`src/rtl/alu_share_arbiter.sv`:
```
// Round-robin share of one combinational ALU between two requesters; result returns 1 clock (EXEC_CYCLES) or MUL_CYCLES after accept.
// Backpressure: no new request is accepted until the owner takes its response; reqN_ready never depends on rsp*_ready.
module alu_share_arbiter #(
   parameter int MUL_CYCLES  = 2,
   parameter int EXEC_CYCLES = 1
) (
   input  logic        clk,
   input  logic        rst,
   input  logic        req0_valid,
   output logic        req0_ready,
   input  logic [6:0]  req0_opcode,
   input  logic [6:0]  req0_funct7,
   input  logic [2:0]  req0_funct3,
   input  logic [11:0] req0_imm,
   input  logic [7:0]  req0_pc,
   input  logic [31:0] req0_rs1,
   input  logic [31:0] req0_rs2,
   input  logic        req1_valid,
   output logic        req1_ready,
   input  logic [6:0]  req1_opcode,
   input  logic [6:0]  req1_funct7,
   input  logic [2:0]  req1_funct3,
   input  logic [11:0] req1_imm,
   input  logic [7:0]  req1_pc,
   input  logic [31:0] req1_rs1,
   input  logic [31:0] req1_rs2,
   output logic [6:0]  alu_opcode,
   output logic [6:0]  alu_funct7,
   output logic [2:0]  alu_funct3,
   output logic [11:0] alu_imm,
   output logic [7:0]  alu_pc,
   output logic [31:0] alu_rs1_val,
   output logic [31:0] alu_rs2_val,
   input  logic [31:0] alu_rd_val,
   output logic        rsp0_valid,
   input  logic        rsp0_ready,
   output logic [31:0] rsp0_data,
   output logic        rsp1_valid,
   input  logic        rsp1_ready,
   output logic [31:0] rsp1_data
);

   localparam int MUL_N  = (MUL_CYCLES  < 1) ? 1 : MUL_CYCLES;
   localparam int EXEC_N = (EXEC_CYCLES < 1) ? 1 : EXEC_CYCLES;
   localparam int MAX_N  = (MUL_N > EXEC_N) ? MUL_N : EXEC_N;
   localparam int CW     = $clog2(MAX_N + 1);
   localparam logic [CW-1:0] MUL_LD  = CW'(MUL_N);
   localparam logic [CW-1:0] EXEC_LD = CW'(EXEC_N);
   localparam logic [CW-1:0] CNT_ONE = CW'(1);

   typedef struct packed {
      logic [6:0]  opcode;
      logic [6:0]  funct7;
      logic [2:0]  funct3;
      logic [11:0] imm;
      logic [7:0]  pc;
      logic [31:0] rs1;
      logic [31:0] rs2;
   } op_t;

   typedef enum logic [1:0] {IDLE, EXEC, RESP} state_t;

   state_t        state;
   logic          rr_last;
   logic          owner;
   logic [CW-1:0] cnt;
   op_t           alu_q;

   op_t  req0_op;
   op_t  req1_op;
   op_t  sel_op;
   logic grant_vld;
   logic grant_id;
   logic sel_is_mul;
   logic owner_rdy;

   assign req0_op = {req0_opcode, req0_funct7, req0_funct3, req0_imm, req0_pc, req0_rs1, req0_rs2};
   assign req1_op = {req1_opcode, req1_funct7, req1_funct3, req1_imm, req1_pc, req1_rs1, req1_rs2};

   // Ready is masked during reset so a held request is never seen as accepted.
   always_comb begin
      grant_vld = 1'b0;
      grant_id  = 1'b0;
      if (state == IDLE && !rst) begin
         if (req0_valid && req1_valid) begin
            grant_vld = 1'b1;
            grant_id  = ~rr_last;
         end else if (req0_valid) begin
            grant_vld = 1'b1;
            grant_id  = 1'b0;
         end else if (req1_valid) begin
            grant_vld = 1'b1;
            grant_id  = 1'b1;
         end
      end
   end

   assign req0_ready = grant_vld && !grant_id;
   assign req1_ready = grant_vld &&  grant_id;

   assign sel_op     = grant_id ? req1_op : req0_op;
   assign sel_is_mul = (sel_op.opcode == 7'b0110011) && (sel_op.funct3 == 3'b000) &&
                       (sel_op.funct7 == 7'b0000001);
   assign owner_rdy  = owner ? rsp1_ready : rsp0_ready;

   always_ff @(posedge clk or posedge rst) begin
      if (rst) begin
         state      <= IDLE;
         rr_last    <= 1'b1;
         owner      <= 1'b0;
         cnt        <= '0;
         alu_q      <= '0;
         rsp0_valid <= 1'b0;
         rsp1_valid <= 1'b0;
         rsp0_data  <= 32'd0;
         rsp1_data  <= 32'd0;
      end else begin
         case (state)
            IDLE: begin
               if (grant_vld) begin
                  alu_q <= sel_op;
                  owner <= grant_id;
                  cnt   <= sel_is_mul ? MUL_LD : EXEC_LD;
                  state <= EXEC;
               end
            end
            EXEC: begin
               cnt <= cnt - CNT_ONE;
               if (cnt == CNT_ONE) begin
                  // Per-requester data registers double as the result store.
                  if (owner) begin
                     rsp1_data  <= alu_rd_val;
                     rsp1_valid <= 1'b1;
                  end else begin
                     rsp0_data  <= alu_rd_val;
                     rsp0_valid <= 1'b1;
                  end
                  state <= RESP;
               end
            end
            RESP: begin
               if (owner_rdy) begin
                  rr_last    <= owner;
                  rsp0_valid <= 1'b0;
                  rsp1_valid <= 1'b0;
                  state      <= IDLE;
               end
            end
            default: state <= IDLE;
         endcase
      end
   end

   assign alu_opcode  = alu_q.opcode;
   assign alu_funct7  = alu_q.funct7;
   assign alu_funct3  = alu_q.funct3;
   assign alu_imm     = alu_q.imm;
   assign alu_pc      = alu_q.pc;
   assign alu_rs1_val = alu_q.rs1;
   assign alu_rs2_val = alu_q.rs2;

endmodule

```
`config.mk`:
```
export PLATFORM = sky130hd
export DESIGN_NAME = alu_share_arbiter
export DESIGN_NICKNAME = d
export VERILOG_FILES = /design/src/rtl/alu_share_arbiter.sv
export SDC_FILE = /design/constraint.sdc
export NUM_CORES = 1
export LEC_CHECK = 0
export ABC_CLOCK_PERIOD_IN_PS = 5700
export CAP_MARGIN = 0
export CORE_AREA = 2 2 157 159
export DETAILED_ROUTE_END_ITERATION = 10
export DIE_AREA = 0 0 159 161
export PLACE_DENSITY = 0.69
export SLEW_MARGIN = 5
export SYNTH_ARGS = -nofsm -noshare
export SYNTH_HDL_FRONTEND = slang
export SYNTH_SLANG_ARGS = --single-unit
```
`constraint.sdc`:
```
create_clock -name clk -period 5.7 [get_ports clk]
set_input_delay 1.425 -clock clk [delete_from_list [all_inputs] [get_ports clk]]
set_output_delay 1.425 -clock clk [all_outputs]
set_load 0.01 [all_outputs]
```
==> summary.md, run 1 <==
| Metric | Value |
|---|---|
| # IOs | `409` |
| Syn avg cell area | `11.3 µm²` |
| Flop pwr share | `35.4%` |
| Fin crit period | `4.63 ns` |
| Inserted Clock Buffers | `17` |
| Outcome | `complete, no violations` |
| Total GRT Usage | `19.1%` |
| Placer Congestion | `0.893` |
| Largest family of logic cells by synthesized area | `compound AO/OA/AOI/OAI gates` |
| Syn_nets | `887` |
| Final non-filler cell total | `1,376` |
| FMAX | `0.216 GHz` |
| Leakage power | `0.00527 µW` |
| Synth Area in Compound Gates | `16.9%` |
| Total wire length | `25,100 µm` |
| Initial drt markers | `467` |
| Most frequent cells after synthesis | `172 x dfrtp_1, 89 x inv_1, 84 x a22oi_1, 84 x o21ai_0, 64 x mux2_2` |
| Clock sink count | `173` |
| Synth warn | `0` |
| Slew HR | `27.5%` |
| Sw Share | `33.8%` |
| Layout cells sized above 1 | `10.8%` |
| Post-synthesis mux area share | `10.0%` |
| Post-cts resize count | `0` |
| Clock transition at path regs | `0.07 ns` |
| H-tree levels | `4` |
| RSZ-0062 raised after global routing | `no` |
| IO buf count | `408` |
| Synthesized area | `0.00730 mm²` |
| Row cnt | `57` |
| DPL Wire Length | `18,200 µm` |
| Comb power frac | `45.4%` |
| Worst-Skew Late Latency | `0.43 ns` |
| WP data arrival | `3.21 ns` |
| Pwr Total | `6100 µW` |
| Count leader, synth | `dfrtp_1` |
| Required time of the worst setup path | `4.28 ns` |
| Vias in the first global route | `6,682` |
| Class of the worst hold path | `reg -> reg` |
| Worst VDD drop | `239 µV` |
| Sequential element share of the synthesized area | `59.3%` |
| Hold buffers post-CTS | `0` |
| Remaining global-route overflow | `0` |
| FF+latch count, synth | `173` |
| Routed vias | `6,449` |
| Setup crit end kind | `output pin` |
| Post-synthesis xor/xnor area fraction | `0%` |
| Clock group share of total power | `19.2%` |
| Area of the die | `0.0256 mm²` |
| Top post-synthesis cells by area | `dfrtp_1 59%, mux2_2 9.9%, a22oi_1 8.6%` |
| Final worst path period share | `81.3%` |
| Final hold violation count | `0` |
| Cell variety after synth | `37` |
| Setup bufs post-CTS | `0` |
| Skew final | `0.0155 ns` |
| Average vias per placed instance | `4.69` |
| Synth Area in Adders | `0.171%` |
| Pint | `4040 µW` |
| Post-synth EDFFs | `0` |
| Post-route ant nets | `0` |
| Primary FF master, synth | `dfrtp_1` |
| Yosys top cell by area | `dfrtp_1` |
| # fillers | `2,202` |
| Area Growth Syn to Fin | `67.3%` |
| Power Dens Cells | `499 mW/mm²` |
| Diodes inserted | `0` |
| Antenna violations before repair | `1` |
| Worst Max-Slew Pin Slew | `1.09 ns` |
| Setup TNS | `0 ns` |
| Slew Viols, Final | `0` |
| DRT Pass-1 Iters | `6` |
| Setup violators final | `0` |
| Simple-gate share of the synthesized area | `5.55%` |
| Core Area | `0.0240 mm²` |
| Sw power | `2060 µW` |
| Post-Syn Instances | `646` |
| Post-synth top area share | `58.9%` |
| Largest net degree at the start of global routing | `85` |
| Initial Utilization | `30.5%` |
| WS Path Type | `in -> out` |
| Final net count | `1,280` |
| Clock tree from TritonCTS | `built` |
| Crit Path Max Fanout | `5` |
| Root buffer cell | `clkbuf_16` |
| Die width | `159 µm` |
| First-pass GRT wire length | `38,400 µm` |
| Residual DRC | `0` |
| Fin util | `51.0%` |
| Register Area | `0.00433 mm²` |
| Longest Clk Path Bufs | `2` |
| Wire length per cell | `18.2 µm` |
| Die H | `161 µm` |
| CP Launch Type | `input port` |
| Max cap viols | `0` |
| Dpl cells | `1,344` |
| Area of the multi-input gates | `0.00239 mm²` |
| Asr flop ratio synth | `100%` |
-- sequential cells by signal, indices dropped and copies added (netlist names) --
name and cells:
alu_imm 12, alu_funct7 7, cnt 2, alu_funct3 3, rsp1_valid 1, rr_last 1
owner 1, state 2, alu_rs1_val 32, alu_rs2_val 32, rsp0_data 32, alu_pc 8
rsp1_data 32, alu_opcode 7, rsp0_valid 1
-- cells in the final DEF (no fill, tap or decap), types with 2 or more instances in the layout --
cell,instances
buf_4,6
a31oi_1,16
a22oi_1,84
o21ai_0,84
clkinv_4,2
clkbuf_16,17
a21oi_1,2
inv_1,88
nand4_1,3
nand3_2,2
clkdlybuf4s50_1,408
nor2_1,21
nor2b_1,2
o21ai_1,2
nand2_1,40
nor4b_1,5
inv_8,2
clkinv_2,2
dfrtp_1,172
inv_6,3
mux2_2,64
clkinv_8,6
clkinvlp_4,2
-- power groups by stage --
| stage | sequential, µW | clock [µW] | combinational [µW] |
|---|---|---|---|
| after detailed placement | 2170 | 0 | 2810 |
| after global placement | 2150 | 0 | 2770 |
| after CTS | 2160 | 1200 | 2820 |
| after floorplan | 2430 | 0 | 918 |
| final | 2160 | 1170 | 2770 |
| after global routing | 2240 | 1240 | 2970 |
-- logic make-up after synthesis --
kind of cell / after synthesis
compound gates: 195
flops: 173
buf+inv: 131
simple gates: 81
mux: 65
fa+ha+maj: 1
-- path summary, 6_finish.rpt --
check | slack (ns) | end | startpoint | cells past startpoint
worst max-delay path | 1.07 | req0_ready | rst | 5
worst min-delay path | 0.48 | rsp1_valid$_DFFE_PP0P_ | rsp1_valid$_DFFE_PP0P_ | 2
worst max register to register | 2.97 | alu_rs2_val[4]$_DFFE_PP0P_ | state[0]$_DFFE_PP0P_ | 7
worst min register to register | 0.48 | rsp1_valid$_DFFE_PP0P_ | rsp1_valid$_DFFE_PP0P_ | 2
max in group asynchronous | 2.97 | alu_rs1_val[10]$_DFFE_PP0P_ | rst | 4
min in group asynchronous | 1.57 | alu_funct3[0]$_DFFE_PP0P_ | rst | 3
-- critical path, cell delays in order --
cell,delay [ns]
clkdlybuf4s50_1,0.49
nor3_4,0.37
nand3_2,0.25
inv_1,0.12
clkdlybuf4s50_1,0.54
-- per-stage QoR --
| stage | hold WS, ns | setup WS [ns] | cell area [µm²] |
|---|---|---|---|
| floorplan | 0.509 | 2.07 | 7310 |
| global placement | 0.461 | 1.07 | 11600 |
| detailed placement | 0.467 | 1.05 | 11600 |
| CTS | 0.489 | 1.04 | 12200 |
| global route | 0.511 | 1.01 | 12200 |
| finish | 0.483 | 1.07 | 12200 |
-- cell type report --
class                      count  area share (%)
clock buffer                  17            3.48
clock inverter                15            1.44
inverter                      90            2.80
multi-input combinational    342            19.6
sequential                   173            35.4
tap                          324            3.32
timing repair buffer         415            33.9
-- metal layers --
layer	track usage [%]	wire length [µm]
met1	23.5	10300
met2	32.5	12400
met3	5.65	1700
met4	6.28	590
met5	0	13
Note: power is estimated with default switching activity, not from simulation.
==> run 2: changes to the inputs <==
ABC_CLOCK_PERIOD_IN_PS = 3900   (was 5700)
clock period = 3.9 ns   (was 5.7 ns; I/O delays follow)
==> summary.md, run 2 (same netlist as run 1, synthesis figures left out) <==
| Metric | Value |
|---|---|
| Outcome | `complete, no violations` |
| Routed vias | `6,444 (-0.078%)` |
| Slew Viols, Final | `0 (unchanged)` |
| Design area | `0.0123 mm² (+0.42%)` |
| Area of the die | `0.0256 mm² (unchanged)` |
| Clock sink count | `173 (unchanged)` |
| RSZ-0062 raised after global routing | `no` |
| Total wire length | `24,800 µm (-0.92%)` |
| Max cap viols | `0 (unchanged)` |
| Post-route ant nets | `0 (unchanged)` |
| Vias in the first global route | `6,725 (+0.64%)` |
| Initial drt markers | `448 (-4.1%)` |
| Wire length per cell | `18.0 µm (-1.1%)` |
| Placer Congestion | `0.918 (+2.8%)` |
| Class of the worst hold path | `reg -> reg` |
| Worst-Skew Late Latency | `0.43 ns (about the same)` |
| Final net count | `1,282 (+0.16%)` |
| Area Growth Syn to Fin | `68.0%` |
| Reg2reg start | `state[0]$_DFFE_PP0P_` |
| Fin util | `51.2% (+0.21 points)` |
| Critical path origin | `rst` |
| Leakage power | `0.00529 µW (+0.45%)` |
| Hold buffers post-CTS | `0 (unchanged)` |
| WP data arrival | `2.56 ns (-0.65 ns)` |
| Inserted Clock Buffers | `17 (unchanged)` |
| Clock tree from TritonCTS | `built` |
| Clock transition at path regs | `0.07 ns (about the same)` |
| Die width | `159 µm (unchanged)` |
| Setup bufs post-CTS | `0 (unchanged)` |
| Placement Cell Area | `0.0117 mm² (+0.35%)` |
| First-pass GRT wire length | `38,400 µm (about the same)` |
| Min-delay src | `rsp0_valid$_DFFE_PP0P_` |
| Fin crit period | `3.53 ns` |
| Final worst path period share | `90.6%` |
| Slew HR | `32.5% (+4.9 points)` |
| Met1 WL | `10,200 µm (-1.7%)` |
| Worst VDD drop | `323 µV (+35%)` |
| FMAX | `0.283 GHz` |
| Highest routed layer | `met4` |
| H-tree levels | `4 (unchanged)` |
| Most common cell after layout, fill and taps aside | `clkdlybuf4s50_1` |
| Row cnt | `57 (unchanged)` |
| Total GRT Usage | `19.1% (-0.041 points)` |
| Pwr Total | `8950 µW (+47%)` |
| Final hold violation count | `0 (unchanged)` |
| Largest net degree at the start of global routing | `100 (+18%)` |
| Root buffer cell | `clkbuf_16` |
| Required time of the worst setup path | `2.92 ns (-1.36 ns)` |
| DRT Pass-1 Iters | `5 (-1)` |
| Die H | `161 µm (unchanged)` |
| IO buf count | `408 (unchanged)` |
| Core Area | `0.0240 mm² (unchanged)` |
| # IOs | `409 (unchanged)` |
| DPL Wire Length | `18,000 µm (-0.94%)` |
| Crit Path Max Fanout | `4 (-1)` |
| Average vias per placed instance | `4.67 (-0.29%)` |
| Met3 Wirelength | `1730 µm (+2.1%)` |
| Setup violators final | `0 (unchanged)` |
| Power Dens Cells | `729 mW/mm² (+46%)` |
| WL met2 | `12,300 µm (-1.6%)` |
| Residual DRC | `0 (unchanged)` |
| Worst Max-Slew Pin Slew | `1.01 ns (-0.0765 ns)` |
| WS Path Type | `in -> out` |
| Remaining global-route overflow | `0 (unchanged)` |
| # fillers | `2,183 (-0.86%)` |
| Most frequent cells in the layout | `408 x clkdlybuf4s50_1, 172 x dfrtp_1, 88 x inv_1` |
| Skew final | `0.0173 ns (+0.00188 ns)` |
| Post-cts resize count | `0 (unchanged)` |
| CP Launch Type | `input port` |
| Setup TNS | `0 ns (unchanged)` |
| Antenna violations before repair | `1 (unchanged)` |
| Setup crit end kind | `output pin` |
| Initial Utilization | `30.5% (unchanged)` |
| Longest Clk Path Bufs | `2 (unchanged)` |
| Layout cells sized above 1 | `11.0% (+0.17 points)` |
run 2: per-stage QoR:
| step | cells | setup WS [ns] | hold slack (ns) |
|---|---|---|---|
| final | 1379 | 0.368 | 0.480 |
| after global routing | 1378 | 0.305 | 0.514 |
| after CTS | 1378 | 0.359 | 0.485 |
| after detailed placement | 1346 | 0.343 | 0.469 |
| after global placement | 1346 | 0.365 | 0.460 |
| after floorplan | 646 | 0.715 | 0.509 |
run 2: where the power goes:
| group | switching (µW) | total, µW | internal [µW] |
|---|---|---|---|
| registers | 474 | 3150 | 2670 |
| logic | 1680 | 4060 | 2380 |
| clock network | 865 | 1740 | 877 |
| total | 3020 | 8950 | 5930 |
run 2: area by class of cell:
type	count	area, µm²	area share, %
inverter	90	343	2.79
clock buffer	17	425	3.47
timing repair buffer	417	4190	34.1
sequential	173	4330	35.3
clock inverter	15	185	1.51
multi-input combinational	342	2390	19.5
antenna	1	2.50	0.0204
tap	324	405	3.30
run 2: final timing paths:
check	to	slack [ns]	cells past startpoint
max in group asynchronous	alu_rs1_val[31]$_DFFE_PP0P_	1.97	3
hold reg to reg	rsp0_valid$_DFFE_PP0P_	0.48	1
hold / removal	rsp0_valid$_DFFE_PP0P_	0.48	1
min in group asynchronous	alu_funct7[2]$_DFFE_PP0P_	1.01	2
setup reg to reg	alu_rs2_val[25]$_DFFE_PP0P_	1.45	8
setup / recovery	req1_ready	0.37	6
run 2: metal layers:
metal,vias to the layer above,track usage (%)
met4,0,6.74
li1,3023,-
met3,39,5.60
met2,272,32.1
met1,3110,23.6
met5,-,0
run 2: critical path, cell delays in order:
cell,delay [ns]
clkdlybuf4s50_1,0.50
nor3_4,0.22
buf_4,0.18
nand3_4,0.08
clkinv_2,0.06
clkdlybuf4s50_1,0.55
==> run 3: changes to the inputs <==
ABC_CLOCK_PERIOD_IN_PS = 3500   (was 3900)
CORE_AREA = 2 2 158 160   (was 2 2 157 159)
DIE_AREA = 0 0 160 162   (was 0 0 159 161)
PLACE_DENSITY = 0.66   (was 0.69)
clock period = 3.5 ns   (was 3.9 ns; I/O delays follow)
==> summary.md, run 3 (same netlist as run 1, synthesis figures left out) <==
| Metric | Value |
|---|---|
| Die width | `160 µm (+0.63%)` |
| Setup bufs post-CTS | `0 (unchanged)` |
| Critical Path Sink | `req0_ready` |
| Setup violators final | `0 (unchanged)` |
| Register Area | `0.00433 mm² (unchanged)` |
| Final net count | `1,284 (+0.16%)` |
| Critical path origin | `rst` |
| Reg2Reg Setup Slack | `1.45 ns (about the same)` |
| Skew final | `0.0168 ns (-0.000518 ns)` |
| Setup crit end kind | `output pin` |
| Inserted Clock Buffers | `17 (unchanged)` |
| DP Worst Slack | `0.0764 ns (-0.267 ns)` |
| Vias in the first global route | `6,596 (-1.9%)` |
| Slew HR | `43.3% (+11 points)` |
| Hold Crit Depth | `1 (unchanged)` |
| Final hold violation count | `0 (unchanged)` |
| Initial Utilization | `30.3% (-0.18 points)` |
| Area Growth Syn to Fin | `68.3%` |
| Reg2reg start | `state[0]$_DFFE_PP0P_` |
| Slew Viols, Final | `0 (unchanged)` |
| Max cap viols | `0 (unchanged)` |
| DRT Pass-1 Iters | `4 (-1)` |
| Routed vias | `6,475 (+0.48%)` |
| Most frequent CP cell | `clkdlybuf4s50_1` |
| Die H | `162 µm (+0.62%)` |
| RSZ-0062 raised after global routing | `no` |
| Placer Congestion | `0.873 (-4.9%)` |
| Required time of the worst setup path | `2.62 ns (-0.30 ns)` |
| Slowest stage delay, CP | `0.63 ns (+0.08 ns)` |
| Hold WS | `0.488 ns (+0.00751 ns)` |
| First-pass GRT wire length | `37,400 µm (-2.6%)` |
| IO buf count | `408 (unchanged)` |
| Clock transition at path regs | `0.07 ns (about the same)` |
| Most common cell after layout, fill and taps aside | `clkdlybuf4s50_1` |
| Area of the multi-input gates | `0.00239 mm² (unchanged)` |
| FMAX | `0.294 GHz` |
| DPL Wire Length | `17,700 µm (-1.6%)` |
| Antenna violations before repair | `0 (-1)` |
| Core Area | `0.0241 mm² (+0.60%)` |
| Diodes inserted | `0 (-1)` |
| Worst VDD drop | `355 µV (+9.6%)` |
| Largest net degree at the start of global routing | `129 (+29%)` |
| Fin crit period | `3.40 ns` |
| Longest Clk Path Bufs | `2 (unchanged)` |
| Class of the worst hold path | `reg -> reg` |
| Clock sink count | `173 (unchanged)` |
| Crit Path Max Fanout | `3 (-1)` |
| Post-cts resize count | `0 (unchanged)` |
| Residual DRC | `0 (unchanged)` |
| WP data arrival | `2.52 ns (-0.04 ns)` |
| Wire length per cell | `17.8 µm (-1.3%)` |
| Layout cells sized above 1 | `11.2% (+0.17 points)` |
| # fillers | `2,295 (+5.1%)` |
| Area of the die | `0.0259 mm² (+1.3%)` |
| H-tree levels | `4 (unchanged)` |
| Clock tree from TritonCTS | `built` |
| Total wire length | `24,500 µm (-1.2%)` |
| Worst-Skew Late Latency | `0.43 ns (about the same)` |
| Slowest-stage cell, CP | `clkdlybuf4s50_1` |
| Worst Max-Slew Pin Slew | `0.851 ns (-0.160 ns)` |
| Leakage power | `0.00530 µW (+0.17%)` |
| Root buffer cell | `clkbuf_16` |
| Most frequent cells in the layout | `408 x clkdlybuf4s50_1, 172 x dfrtp_1, 88 x inv_1` |
| Total GRT Usage | `18.5% (-0.62 points)` |
| Final WS setup | `0.104 ns (-0.264 ns)` |
| Worst r2r path cells | `5 (-3)` |
| Setup TNS | `0 ns (unchanged)` |
| Final worst path period share | `97.0%` |
| CP Launch Type | `input port` |
| Power Dens Cells | `811 mW/mm² (+11%)` |
| Outcome | `complete, no violations` |
| Average vias per placed instance | `4.69 (+0.41%)` |
| Row cnt | `57 (unchanged)` |
| # IOs | `409 (unchanged)` |
| Remaining global-route overflow | `0 (unchanged)` |
| WS Path Type | `in -> out` |
| Initial drt markers | `409 (-8.7%)` |
| Post-route ant nets | `0 (unchanged)` |
| CP Cell Sequence | `clkdlybuf4s50_1 > nor3_4 > nand3_2 > inv_1 > clkdlybuf4s50_1` |
| Hold buffers post-CTS | `0 (unchanged)` |
| Fin util | `51.0% (-0.24 points)` |
| Critical R2R Capture | `rsp0_data[20]$_DFFE_PP0P_` |
run 3: cell types whose count changed in the layout (fill, tap and decap cells not counted):
cell and delta:
buf_4 +2, clkinv_2 -1, clkinv_4 +1, clkinv_8 +1
diode_2 -1, inv_2 +1, inv_6 -1, inv_8 -1
run 3: metal layers:
layer | global-route usage, % | wire [µm]
met5 | 0 | 0
met4 | 7.17 | 737
met3 | 5.82 | 1810
met2 | 32.1 | 12300
met1 | 21.4 | 9640
run 3: per-stage QoR:
stage / power, µW / cell area (µm²) / instances
after global placement: 8040 / 11700 / 1348
final: 9970 / 12300 / 1380
after floorplan: 5440 / 7310 / 646
after detailed placement: 8140 / 11700 / 1348
after global routing: 10600 / 12300 / 1380
after CTS: 10100 / 12300 / 1380
run 3: worst min-delay path by stage:
stage / start / to / slack (ns)
floorplan: rsp1_valid$_DFFE_PP0P_ / rsp1_valid$_DFFE_PP0P_ / 0.51
global placement: rsp0_valid$_DFFE_PP0P_ / rsp0_valid$_DFFE_PP0P_ / 0.46
detailed placement: rsp0_valid$_DFFE_PP0P_ / rsp0_valid$_DFFE_PP0P_ / 0.47
CTS: rsp1_valid$_DFFE_PP0P_ / rsp1_valid$_DFFE_PP0P_ / 0.49
global route: rsp0_valid$_DFFE_PP0P_ / rsp0_valid$_DFFE_PP0P_ / 0.49
finish: rsp0_valid$_DFFE_PP0P_ / rsp0_valid$_DFFE_PP0P_ / 0.49
run 3: critical path: cells and delay by family:
kind	cells	cell delay, ns
simple gates	2	0.43
buf+inv	3	1.21
run 3: final cells by class:
type                    count  area share, %
flip-flops and latches    173           35.2
multi-input cells         342           19.5
repair buffers            419           34.2
inverters                  90           2.78
well taps                 324           3.30
clock inverters            15           1.55
clock buffers              17           3.46
run 3: where the power goes:
| part | internal [µW] | switching (µW) | leakage, µW |
|---|---|---|---|
| Combinational | 2650 | 1880 | 0.00293 |
| Sequential | 2980 | 534 | 0.00208 |
| Clock | 976 | 955 | 0.000294 |
